[config.mk]
export PLATFORM = sky130hd
export DESIGN_NAME = bit_stuffer
export DESIGN_NICKNAME = d
export VERILOG_FILES = /design/src/rtl/usb_pkg.sv /design/src/rtl/bit_stuffer.sv
export SDC_FILE = /design/constraint.sdc
export NUM_CORES = 1
export LEC_CHECK = 0
export CAP_MARGIN = 10
export CORE_AREA = 2 2 39 41
export CTS_BUF_LIST = sky130_fd_sc_hd__clkbuf_8
export CTS_CLUSTER_DIAMETER = 40
export DETAILED_ROUTE_END_ITERATION = 10
export DIE_AREA = 0 0 41 43
export GPL_TIMING_DRIVEN = 0
export PLACE_DENSITY_LB_ADDON = 0.05
export SKIP_LAST_GASP = 1
export SLEW_MARGIN = 20
export SYNTH_ARGS = -nofsm -noshare
export SYNTH_HDL_FRONTEND = slang
export SYNTH_SLANG_ARGS = --single-unit
[constraint.sdc]
create_clock -name clk -period 3.4 [get_ports clk]
set_input_delay 0.68 -clock clk [delete_from_list [all_inputs] [get_ports clk]]
set_output_delay 0.68 -clock clk [all_outputs]
set_load 0.01 [all_outputs]
[src/rtl/usb_pkg.sv]
// rtl/usb_pkg.sv - shared USB transmit-path types and constants
//
// Purpose: common definitions for the USB transmit chain.
//   - PID_* : 4-bit packet identifier encodings (token/data/handshake).
//   - bs_state_t : bit stuffer FSM states.
//   - BS_STUFF_LEN_DEFAULT : run of 1s that forces a stuff 0.
package usb_pkg;

  // Token PIDs
  localparam logic [3:0] PID_OUT   = 4'b0001;
  localparam logic [3:0] PID_IN    = 4'b1001;
  localparam logic [3:0] PID_SOF   = 4'b0101;
  localparam logic [3:0] PID_SETUP = 4'b1101;
  // Data PIDs
  localparam logic [3:0] PID_DATA0 = 4'b0011;
  localparam logic [3:0] PID_DATA1 = 4'b1011;
  // Handshake PIDs
  localparam logic [3:0] PID_ACK   = 4'b0010;
  localparam logic [3:0] PID_NAK   = 4'b1010;
  localparam logic [3:0] PID_STALL = 4'b1110;

  typedef enum logic [1:0] {
    BS_IDLE,
    BS_SEND,
    BS_TAIL
  } bs_state_t;

  localparam int BS_STUFF_LEN_DEFAULT = 6;

endpackage

[src/rtl/bit_stuffer.sv]
// rtl/bit_stuffer.sv - USB transmit bit stuffer between CRC stage and NRZI encoder
//
// Purpose: forwards the CRC stage's serial stream with a 0 inserted after
// every STUFF_LEN consecutive 1s, stalling upstream for each inserted bit.
// Optional feature macro: BS_STATS_EN (adds stuff_cnt).
//
// Ports:
//   clk        in   system clock
//   rst_n      in   asynchronous active-low reset
//   s_in       in   serial bit from CRC stage
//   start_in   in   first bit of a packet
//   end_in     in   last bit of a packet
//   pause      out  holds upstream for one cycle while a stuff bit is emitted
//   s_out      out  stuffed serial bit (registered)
//   start_out  out  first output bit strobe (registered)
//   end_out    out  final output bit strobe, incl. trailing stuff (registered)
//   active_out out  s_out carries a packet bit (registered)
//   stuff_cnt  out  [7:0] saturating stuff bits in current packet (BS_STATS_EN only)
module bit_stuffer
  import usb_pkg::*;
#(
  parameter int STUFF_LEN = BS_STUFF_LEN_DEFAULT
) (
  input  logic       clk,
  input  logic       rst_n,
  input  logic       s_in,
  input  logic       start_in,
  input  logic       end_in,
  output logic       pause,
  output logic       s_out,
  output logic       start_out,
  output logic       end_out,
  output logic       active_out
`ifdef BS_STATS_EN
  ,
  output logic [7:0] stuff_cnt
`endif
);

  localparam int CW = $clog2(STUFF_LEN + 1);
  localparam logic [CW-1:0] STUFF_MAX = CW'(STUFF_LEN);

  bs_state_t     state_q, state_d;
  logic [CW-1:0] ones_q, ones_d;
  logic          s_out_q, s_out_d;
  logic          start_q, start_d;
  logic          end_q, end_d;
  logic          active_q, active_d;
  logic          accept_start;
  logic          stuff_now;

  // Depends only on registered state, so upstream never sees a
  // combinational loop through its own s_in/end_in.
  assign pause = (state_q == BS_SEND) && (ones_q == STUFF_MAX);

  always_comb begin
    state_d      = state_q;
    ones_d       = ones_q;
    s_out_d      = 1'b0;
    start_d      = 1'b0;
    end_d        = 1'b0;
    active_d     = 1'b0;
    accept_start = 1'b0;
    stuff_now    = 1'b0;

    // A start while sending abandons the old packet and restarts cleanly.
    if (start_in && (state_q != BS_TAIL)) begin
      accept_start = 1'b1;
      s_out_d      = s_in;
      start_d      = 1'b1;
      active_d     = 1'b1;
      ones_d       = s_in ? CW'(1) : '0;
      if (end_in) begin
        if (s_in && (STUFF_MAX == CW'(1))) begin
          state_d = BS_TAIL;
        end else begin
          end_d   = 1'b1;
          state_d = BS_IDLE;
        end
      end else begin
        state_d = BS_SEND;
      end
    end else begin
      case (state_q)
        BS_SEND: begin
          active_d = 1'b1;
          if (ones_q == STUFF_MAX) begin
            // Upstream is paused; emit the stuff 0 and leave s_in pending.
            stuff_now = 1'b1;
            s_out_d   = 1'b0;
            ones_d    = '0;
          end else begin
            s_out_d = s_in;
            ones_d  = s_in ? ones_q + CW'(1) : '0;
            if (end_in) begin
              if (s_in && (ones_q + CW'(1) == STUFF_MAX)) begin
                state_d = BS_TAIL;
              end else begin
                end_d   = 1'b1;
                state_d = BS_IDLE;
              end
            end
          end
        end
        BS_TAIL: begin
          stuff_now = 1'b1;
          s_out_d   = 1'b0;
          ones_d    = '0;
          end_d     = 1'b1;
          active_d  = 1'b1;
          state_d   = BS_IDLE;
        end
        default: begin
          state_d = BS_IDLE;
        end
      endcase
    end
  end

  always_ff @(posedge clk or negedge rst_n) begin
    if (!rst_n) begin
      state_q  <= BS_IDLE;
      ones_q   <= '0;
      s_out_q  <= 1'b0;
      start_q  <= 1'b0;
      end_q    <= 1'b0;
      active_q <= 1'b0;
    end else begin
      state_q  <= state_d;
      ones_q   <= ones_d;
      s_out_q  <= s_out_d;
      start_q  <= start_d;
      end_q    <= end_d;
      active_q <= active_d;
    end
  end

  assign s_out      = s_out_q;
  assign start_out  = start_q;
  assign end_out    = end_q;
  assign active_out = active_q;

`ifdef BS_STATS_EN
  logic [7:0] stuff_cnt_q;

  always_ff @(posedge clk or negedge rst_n) begin
    if (!rst_n) begin
      stuff_cnt_q <= 8'd0;
    end else if (accept_start) begin
      stuff_cnt_q <= 8'd0;
    end else if (stuff_now && (stuff_cnt_q != 8'hff)) begin
      stuff_cnt_q <= stuff_cnt_q + 8'd1;
    end
  end

  assign stuff_cnt = stuff_cnt_q;
`endif

endmodule

Word-level counts from Yosys, hierarchy flattened

Cells that the tools add are included.

Flip-flop bits (word level): 9
Bits of input ports: 5
Output and inout port bits: 5
Word-level logic and storage cells: 43

Add/sub/neg operators: 1
Eq/ne operators: 7
Muxes and demuxes: 23
Reduce and logical (&&, ||, !) cells: 6

Operators by type and width:

| kind                  | number |
|---|---|
| $mux W1               | 13 |
| $mux W2               | 5 |
| $mux W3               | 3 |
| $eq A3 B3 Y1 const B  | 2 |
| $pmux W3 S2           | 1 |
| $add A3 B1 Y3 const B | 1 |
| $logic_and A1 B1 Y1   | 3 |
| $ne A3 B2 Y1 const B  | 1 |
| $ne A3 B3 Y1 const B  | 1 |
| $reduce_bool A3 Y1    | 1 |
| $eq A2 B1 Y1 const B  | 1 |
| $eq A2 B2 Y1 const B  | 1 |
| $ne A2 B2 Y1 const B  | 1 |
| $pmux W1 S2           | 1 |
| $reduce_and A2 Y1     | 1 |
| $reduce_or A2 Y1      | 1 |

Depth between registers and ports, before layout

Gate-level depths: netlist (run 1).

Depth after elaboration: 8
Gate-level depth with buffers: 6
Mapped depth without buffers: 6

Least setup slack after synthesis (run 1)

OpenSTA, ideal clock, no wires.

Path kind: register -> output
Start: reg state_q[1]
End: out pause
Data arrival time: 0.930 ns
Required time: 2.720 ns
Path slack: 1.790 ns
Stages on the path, launching flop included: 5
Path buffers: 0
Cells stage by stage: dfrtp_1 -> inv_1 -> ha_1 -> inv_1 -> nor2_1

Word-level cells in the longest chain between the ends: 2

Ends and longest elaborated chain:

| item                     | line               | source |
|---|---|---|
| start: declaration       | bit_stuffer.sv:43  | `bs_state_t state_q, state_d;` |
| start signal: assignment | bit_stuffer.sv:129 | `state_q <= state_d;` |
| $eq A2 B1 Y1             | bit_stuffer.sv:54  | `assign pause = (state_q == BS_SEND) && (ones_q == STUFF_MAX);` |
| $logic_and A1 B1 Y1      | bit_stuffer.sv:54  |  |
| end: declaration         | bit_stuffer.sv:29  | `output logic pause,` |

No other way between the ends.

Worst setup path in the final report (run 1)

Same ends and word-level chain as after synthesis.

==> results.toml, run 1 <==
[finish]
layout_common_cells = "9 x dfrtp_1, 9 x clkdlybuf4s50_1, 6 x inv_1"
diodes = 0
num-fill-cells = 138
instances_no_fill = 79
drive_gt1_share_pct = 12.70
nNetsFinal = 74
syn2layout_area_growth_pct = 29.74

[critical_path]
cpMaxStageDelayCell = "clkdlybuf4s50_1"
path_depth = 5
cp_slowest_stage_delay_ns = 0.54
crit_type = "reg2out"
cp-end-kind = "output pin"
path_delay_family = "buffers and inverters"
crit_top_cell = "inv_1"
arrival_ns = 1.76
critPathBufInv = 3
cp.required_ns = 2.72
cp_max_fo = 7
start_kind = "register"
reg2reg_depth = 5
crit_chain = "inv_1, ha_1, inv_1, nor2_1, clkdlybuf4s50_1"

[clock_network]
cts_made_buffers = 3
clock_path_buffers = 2
insertion_delay_ns = 0.23
cts_root_buffer = "clkbuf_8"
cts.clk_slew.worst_paths_ns = 0.04
ctsHoldBuffers = 0
cts.repair.resized = 0
htreeDepth = 1
cts_tree = "yes"
cts_setup_buffers = 0
clock-sinks = 9

[route]
wl_um = 990
avgViaCountPerCell = 5.114
num_vias = 404
wl_per_cell_um = 12.53
dr.pass1.iters = 5
drc = 0
drtAntennaViolNets = 0
initialDrtViolationCount = 10

[job]
maxCapViolations = 0

[global_route]
grt_max_degree = 10
grt_first_pass_wirelength_mm = 1.821
grt-ovfl-total = 0
track_usage_pct = 15.89
first_global_vias = 423
grt_antenna_before_repair = 0

[timing]
worst_pin_slew_ns = 0.4197
period_needed_ns = 2.440
slew_headroom_pct = 71.93
max_freq_mhz = 409.8
hold_viol = 0
tns_ns = 0
slew_viol_final = 0
skew_ns = 0.0005246
rsz0062_at_grt = "false"
setup_viol = 0
period_share_pct = 71.77

[synth]
syn-num-nets = 60
seq_area_frac_synth_pct = 43.17
yosys_warnings = 0
syn_area_per_cell_um2 = 10.44
async_reset_ff_share_pct = 100.0
synthCells = 50
syn_area_um2 = 521.8
synth.distinct_cells = 25
synth_ff_type = "dfrtp_1"
synth_edf_count = 0
ys_ff_latch = 9

[worst_hold_path]
hold_depth = 2
hold_path_class = "reg2reg"

[placed_design]
dp_hpwl_um = 781.6
io_buffers = 9
routabilityCongestion = 0.7932
dp.cells = 75

[floorplan]
fp.dieW_um = 41
die_area_um2 = 1763
die_h_um = 43
core_um2 = 1384
ioPinCount = 10
rows = 14
initial_utilization_pct = 37.70

[status]
status = "finished, final reports clean"

[power]
vdd_drop_max_uv = 234.1
powerDensity_nw_per_um2 = 397.2
leakagePower_nw = 0.2998
report_power, final:
group | leakage, nW | switching (mW) | internal [mW]
Sequential | 0.115 | 0.00339 | 0.113
Clock | 0.0269 | 0.0378 | 0.0782
Combinational | 0.158 | 0.0183 | 0.0179
Total | 0.300 | 0.0595 | 0.209
sequential cells by signal, summed over array words and instances (netlist names):
| signal | cells |
|---|---|
| s_out | 1 |
| active_out | 1 |
| ones_q | 3 |
| end_out | 1 |
| start_out | 1 |
| state_q | 2 |
kinds of logic (layout without fill, tap and decap cells):
logic type | count (synthesis) | count (layout) | share of synthesized area [%]
flops | 9 | 9 | 43.17
compound gates | 12 | 12 | 16.31
fa+ha+maj | 5 | 5 | 11.99
buf+inv | 7 | 20 | 6.474
xor+xnor | 1 | 1 | 1.679
simple gates | 16 | 16 | 20.39
through the flow:
stage	utilization [%]	hold WS, ns	instance area (um2)	power (mW)	setup WS (ns)
final	48.92	0.5822	676.9	0.2688	0.9598
after global routing	48.92	0.6184	676.9	0.2843	0.8210
after CTS	48.92	0.5844	676.9	0.2739	0.9395
after detailed placement	45.66	0.5759	631.9	0.1548	1.191
after global placement	45.66	0.5722	631.9	0.1547	1.190
after floorplan	-	0.3844	521.8	0.1354	1.790
synthesized netlist by cell type, types with 2 or more instances:
master | count | area, um2
nor2_1 | 2 | 7.510
dfrtp_1 | 9 | 225.2
nand4b_1 | 2 | 17.52
nand3_1 | 2 | 10.01
nand2_1 | 4 | 15.01
a21oi_1 | 4 | 20.02
ha_1 | 5 | 62.56
inv_1 | 5 | 18.77
worst paths after layout:
| path | start | end | slack (ns) |
|---|---|---|---|
| max | state_q[1] | pause | 0.96 |
| min | ones_q[1] | ones_q[1] | 0.58 |
| min reg2reg | ones_q[1] | ones_q[1] | 0.58 |
| min in group asynchronous | rst_n | ones_q[2] | 0.76 |
| max in group asynchronous | rst_n | state_q[0] | 2.35 |
| max reg2reg | ones_q[0] | state_q[1] | 2.05 |
cell type report:
cell class	instances	area [um2]	share of cell area (%)
clock buffers	3	41.29	6.100
inverters	6	22.52	3.327
flip-flops and latches	9	225.2	33.27
repair buffers	9	90.09	13.31
plain buffers	1	11.26	1.664
clock inverters	1	3.754	0.5545
well taps	16	20.02	2.957
multi-input cells	34	262.8	38.82
tightest hold or removal path, delay by kind of cell (launching register included):
family / cells / cell delay, ns
DFF: 1 / 0.40
and+or+nand+nor: 1 / 0.07
AOI/OAI and AO/OA: 1 / 0.06
routing by layer:
layer	vias up	GRT usage, %	routed length [um]
met5	-	0	0
li1	205	-	-
met3	2	7.853	65
met4	0	6.000	14
met2	13	23.13	491
met1	184	19.47	418
Note: power is estimated with default switching activity, not from simulation.
==> run 2, diff against run 1 <==
==> constraint.sdc (replaced) <==
create_clock -name clk -period 2.15 [get_ports clk]
set_input_delay 0.43 -clock clk [delete_from_list [all_inputs] [get_ports clk]]
set_output_delay 0.43 -clock clk [all_outputs]
set_load 0.01 [all_outputs]
==> run 2 against run 1 <==
Hold slack got worse by 0.074 ns. Critical path depth unchanged. Global-route usage rose by 0.20 points. First-iteration DRC count decreased by 40%. Utilization is 0.54 points higher. Die area unchanged. Cell count stayed put. Clock power up 59%. Register-to-register slack worse by 1.2 ns. Routed wire length up 1.6%.
==> results.toml, run 2 (synthesis results as in run 1) <==
[critical_path]
arrival_ns = 1.32
crit_type = "reg2out"
cp_slowest_stage_delay_ns = 0.37
crit_chain = "inv_1, ha_2, inv_1, nor2_1, dlymetal6s2s_1"
crit_top_cell = "inv_1"
cpMaxStageDelayCell = "dfrtp_1"
cp.required_ns = 1.72
critPathBufInv = 3
cp-end-kind = "output pin"
start_kind = "register"
path_delay_family = "flip-flops"
cp_max_fo = 7

[placed_design]
dp_hpwl_um = 781.6
routabilityCongestion = 0.7932
io_buffers = 9

[clock_network]
cts_root_buffer = "clkbuf_8"
cts.clk_slew.worst_paths_ns = 0.04
clock-sinks = 9
insertion_delay_ns = 0.23
cts_tree = "yes"
clock_path_buffers = 2
htreeDepth = 1
cts_made_buffers = 3

[timing]
hold_slack_ns = 0.5081
setup_viol = 0
skew_ns = 0.0006969
slew_viol_final = 0
hold_viol = 0
worst_pin_slew_ns = 0.4203
period_share_pct = 81.19
rsz0062_at_grt = "false"
max_freq_mhz = 572.9
slew_headroom_pct = 71.90
period_needed_ns = 1.746
tns_ns = 0

[power]
internal_power_mw = 0.3316
p_comb_share_pct = 13.6
leakagePower_nw = 0.3155
pwr-share-seq_pct = 43.3
powerDensity_nw_per_um2 = 622.8
p_clk_share_pct = 43.1
vdd_drop_max_uv = 370.3
p_sw_share_pct = 22.22
switchingPower_mw = 0.09471

[finish]
layout_common_cells = "9 x dfrtp_1, 8 x clkdlybuf4s50_1, 6 x inv_1"
largest_registers = "ones_q x3, state_q x2"
regMostFlops = "ones_q"
drive_gt1_share_pct = 15.87
syn2layout_area_growth_pct = 31.18
largest_reg_flops = 3
diodes = 0
final_util_pct = 49.46
nNetsFinal = 74
final_common_cell = "dfrtp_1"

[global_route]
grt_first_pass_wirelength_mm = 1.842
track_usage_pct = 16.09
grt-ovfl-total = 0
grt_max_degree = 10
grt_antenna_before_repair = 0
first_global_vias = 411

[floorplan]
ioPinCount = 10
die_h_um = 43
fp.dieW_um = 41
initial_utilization_pct = 37.70
core_um2 = 1384
die_area_um2 = 1763
rows = 14

[route]
avgViaCountPerCell = 5.139
wl_per_cell_um = 12.73
initialDrtViolationCount = 6
num_vias = 406
wl_mm = 1.006
drtAntennaViolNets = 0
drc = 0
dr.pass1.iters = 4

[worst_hold_path]
hold_path_class = "in2async"

[job]
maxCapViolations = 0

[status]
status = "finished, final reports clean"
## run 2: cell count changes in the layout (fill, tap and decap cells not counted)
cell and delta:
ha_2 +2, clkdlybuf4s50_1 -1, dlymetal6s2s_1 +1, ha_1 -2
## run 2: power by group through the flow
stage	registers (mW)	logic (mW)	clock network, mW
2_1_floorplan	0.189	0.0254	0
3_3_place_gp	0.187	0.0579	0
3_5_place_dp	0.187	0.0576	0
4_1_cts	0.185	0.0585	0.191
5_1_grt	0.186	0.0665	0.198
6_report	0.185	0.0580	0.184
## run 2: what timing repair did
item,in CTS,in global routing
hold buffers,0,0
gates cloned,0,0
setup endpoints to repair,1,1
buffers inserted,0,0
gates resized for setup,2,1
## run 2: final timing paths
check,endpoint,cells past startpoint,start,slack [ns]
worst max-delay path,pause,5,state_q[1],0.40
worst min-delay path,ones_q[2],1,rst_n,0.51
worst max register to register,state_q[1],6,state_q[0],0.80
worst min register to register,ones_q[1],2,ones_q[1],0.58
max in group asynchronous,state_q[0],1,rst_n,1.35
min in group clk,ones_q[1],2,ones_q[1],0.58
## run 2: metal layers
layer	GRT usage, %	part of all wire [%]	wire (um)	vias up
met4	6.000	1.9	19	0
met1	20.13	43	430	181
met5	0	0	0	-
met2	23.13	48	481	15
met3	7.853	7.4	74	5
li1	-	-	-	205
## run 2: worst register-to-register path: stages (launching register included)
cell and delay, ns:
dfrtp_1 0.39, inv_1 0.06, ha_1 0.24, nand2b_4 0.18, inv_2 0.07, nor4_1 0.23, a41o_1 0.13
## run 2: per-stage QoR
stage / instance area [um2] / total power [mW] / setup slack (ns) / std cells
3_5_place_dp: 631.9 / 0.2448 / 0.1911 / 75
5_1_grt: 684.4 / 0.4504 / 0.2603 / 79
6_report: 684.4 / 0.4263 / 0.4044 / 79
3_3_place_gp: 631.9 / 0.2446 / 0.1904 / 75
4_1_cts: 681.9 / 0.4338 / 0.01205 / 79
2_1_floorplan: 521.8 / 0.2141 / 0.7903 / 50
## run 2: area by class of cell
cell class / instances / area, um2
fillers: 137 / 699.4
multi-input cells: 34 / 267.8
flip-flops and latches: 9 / 225.2
repair buffers: 9 / 92.59
clock buffers: 3 / 41.29
inverters: 6 / 22.52
well taps: 16 / 20.02
plain buffers: 1 / 11.26
clock inverters: 1 / 3.754
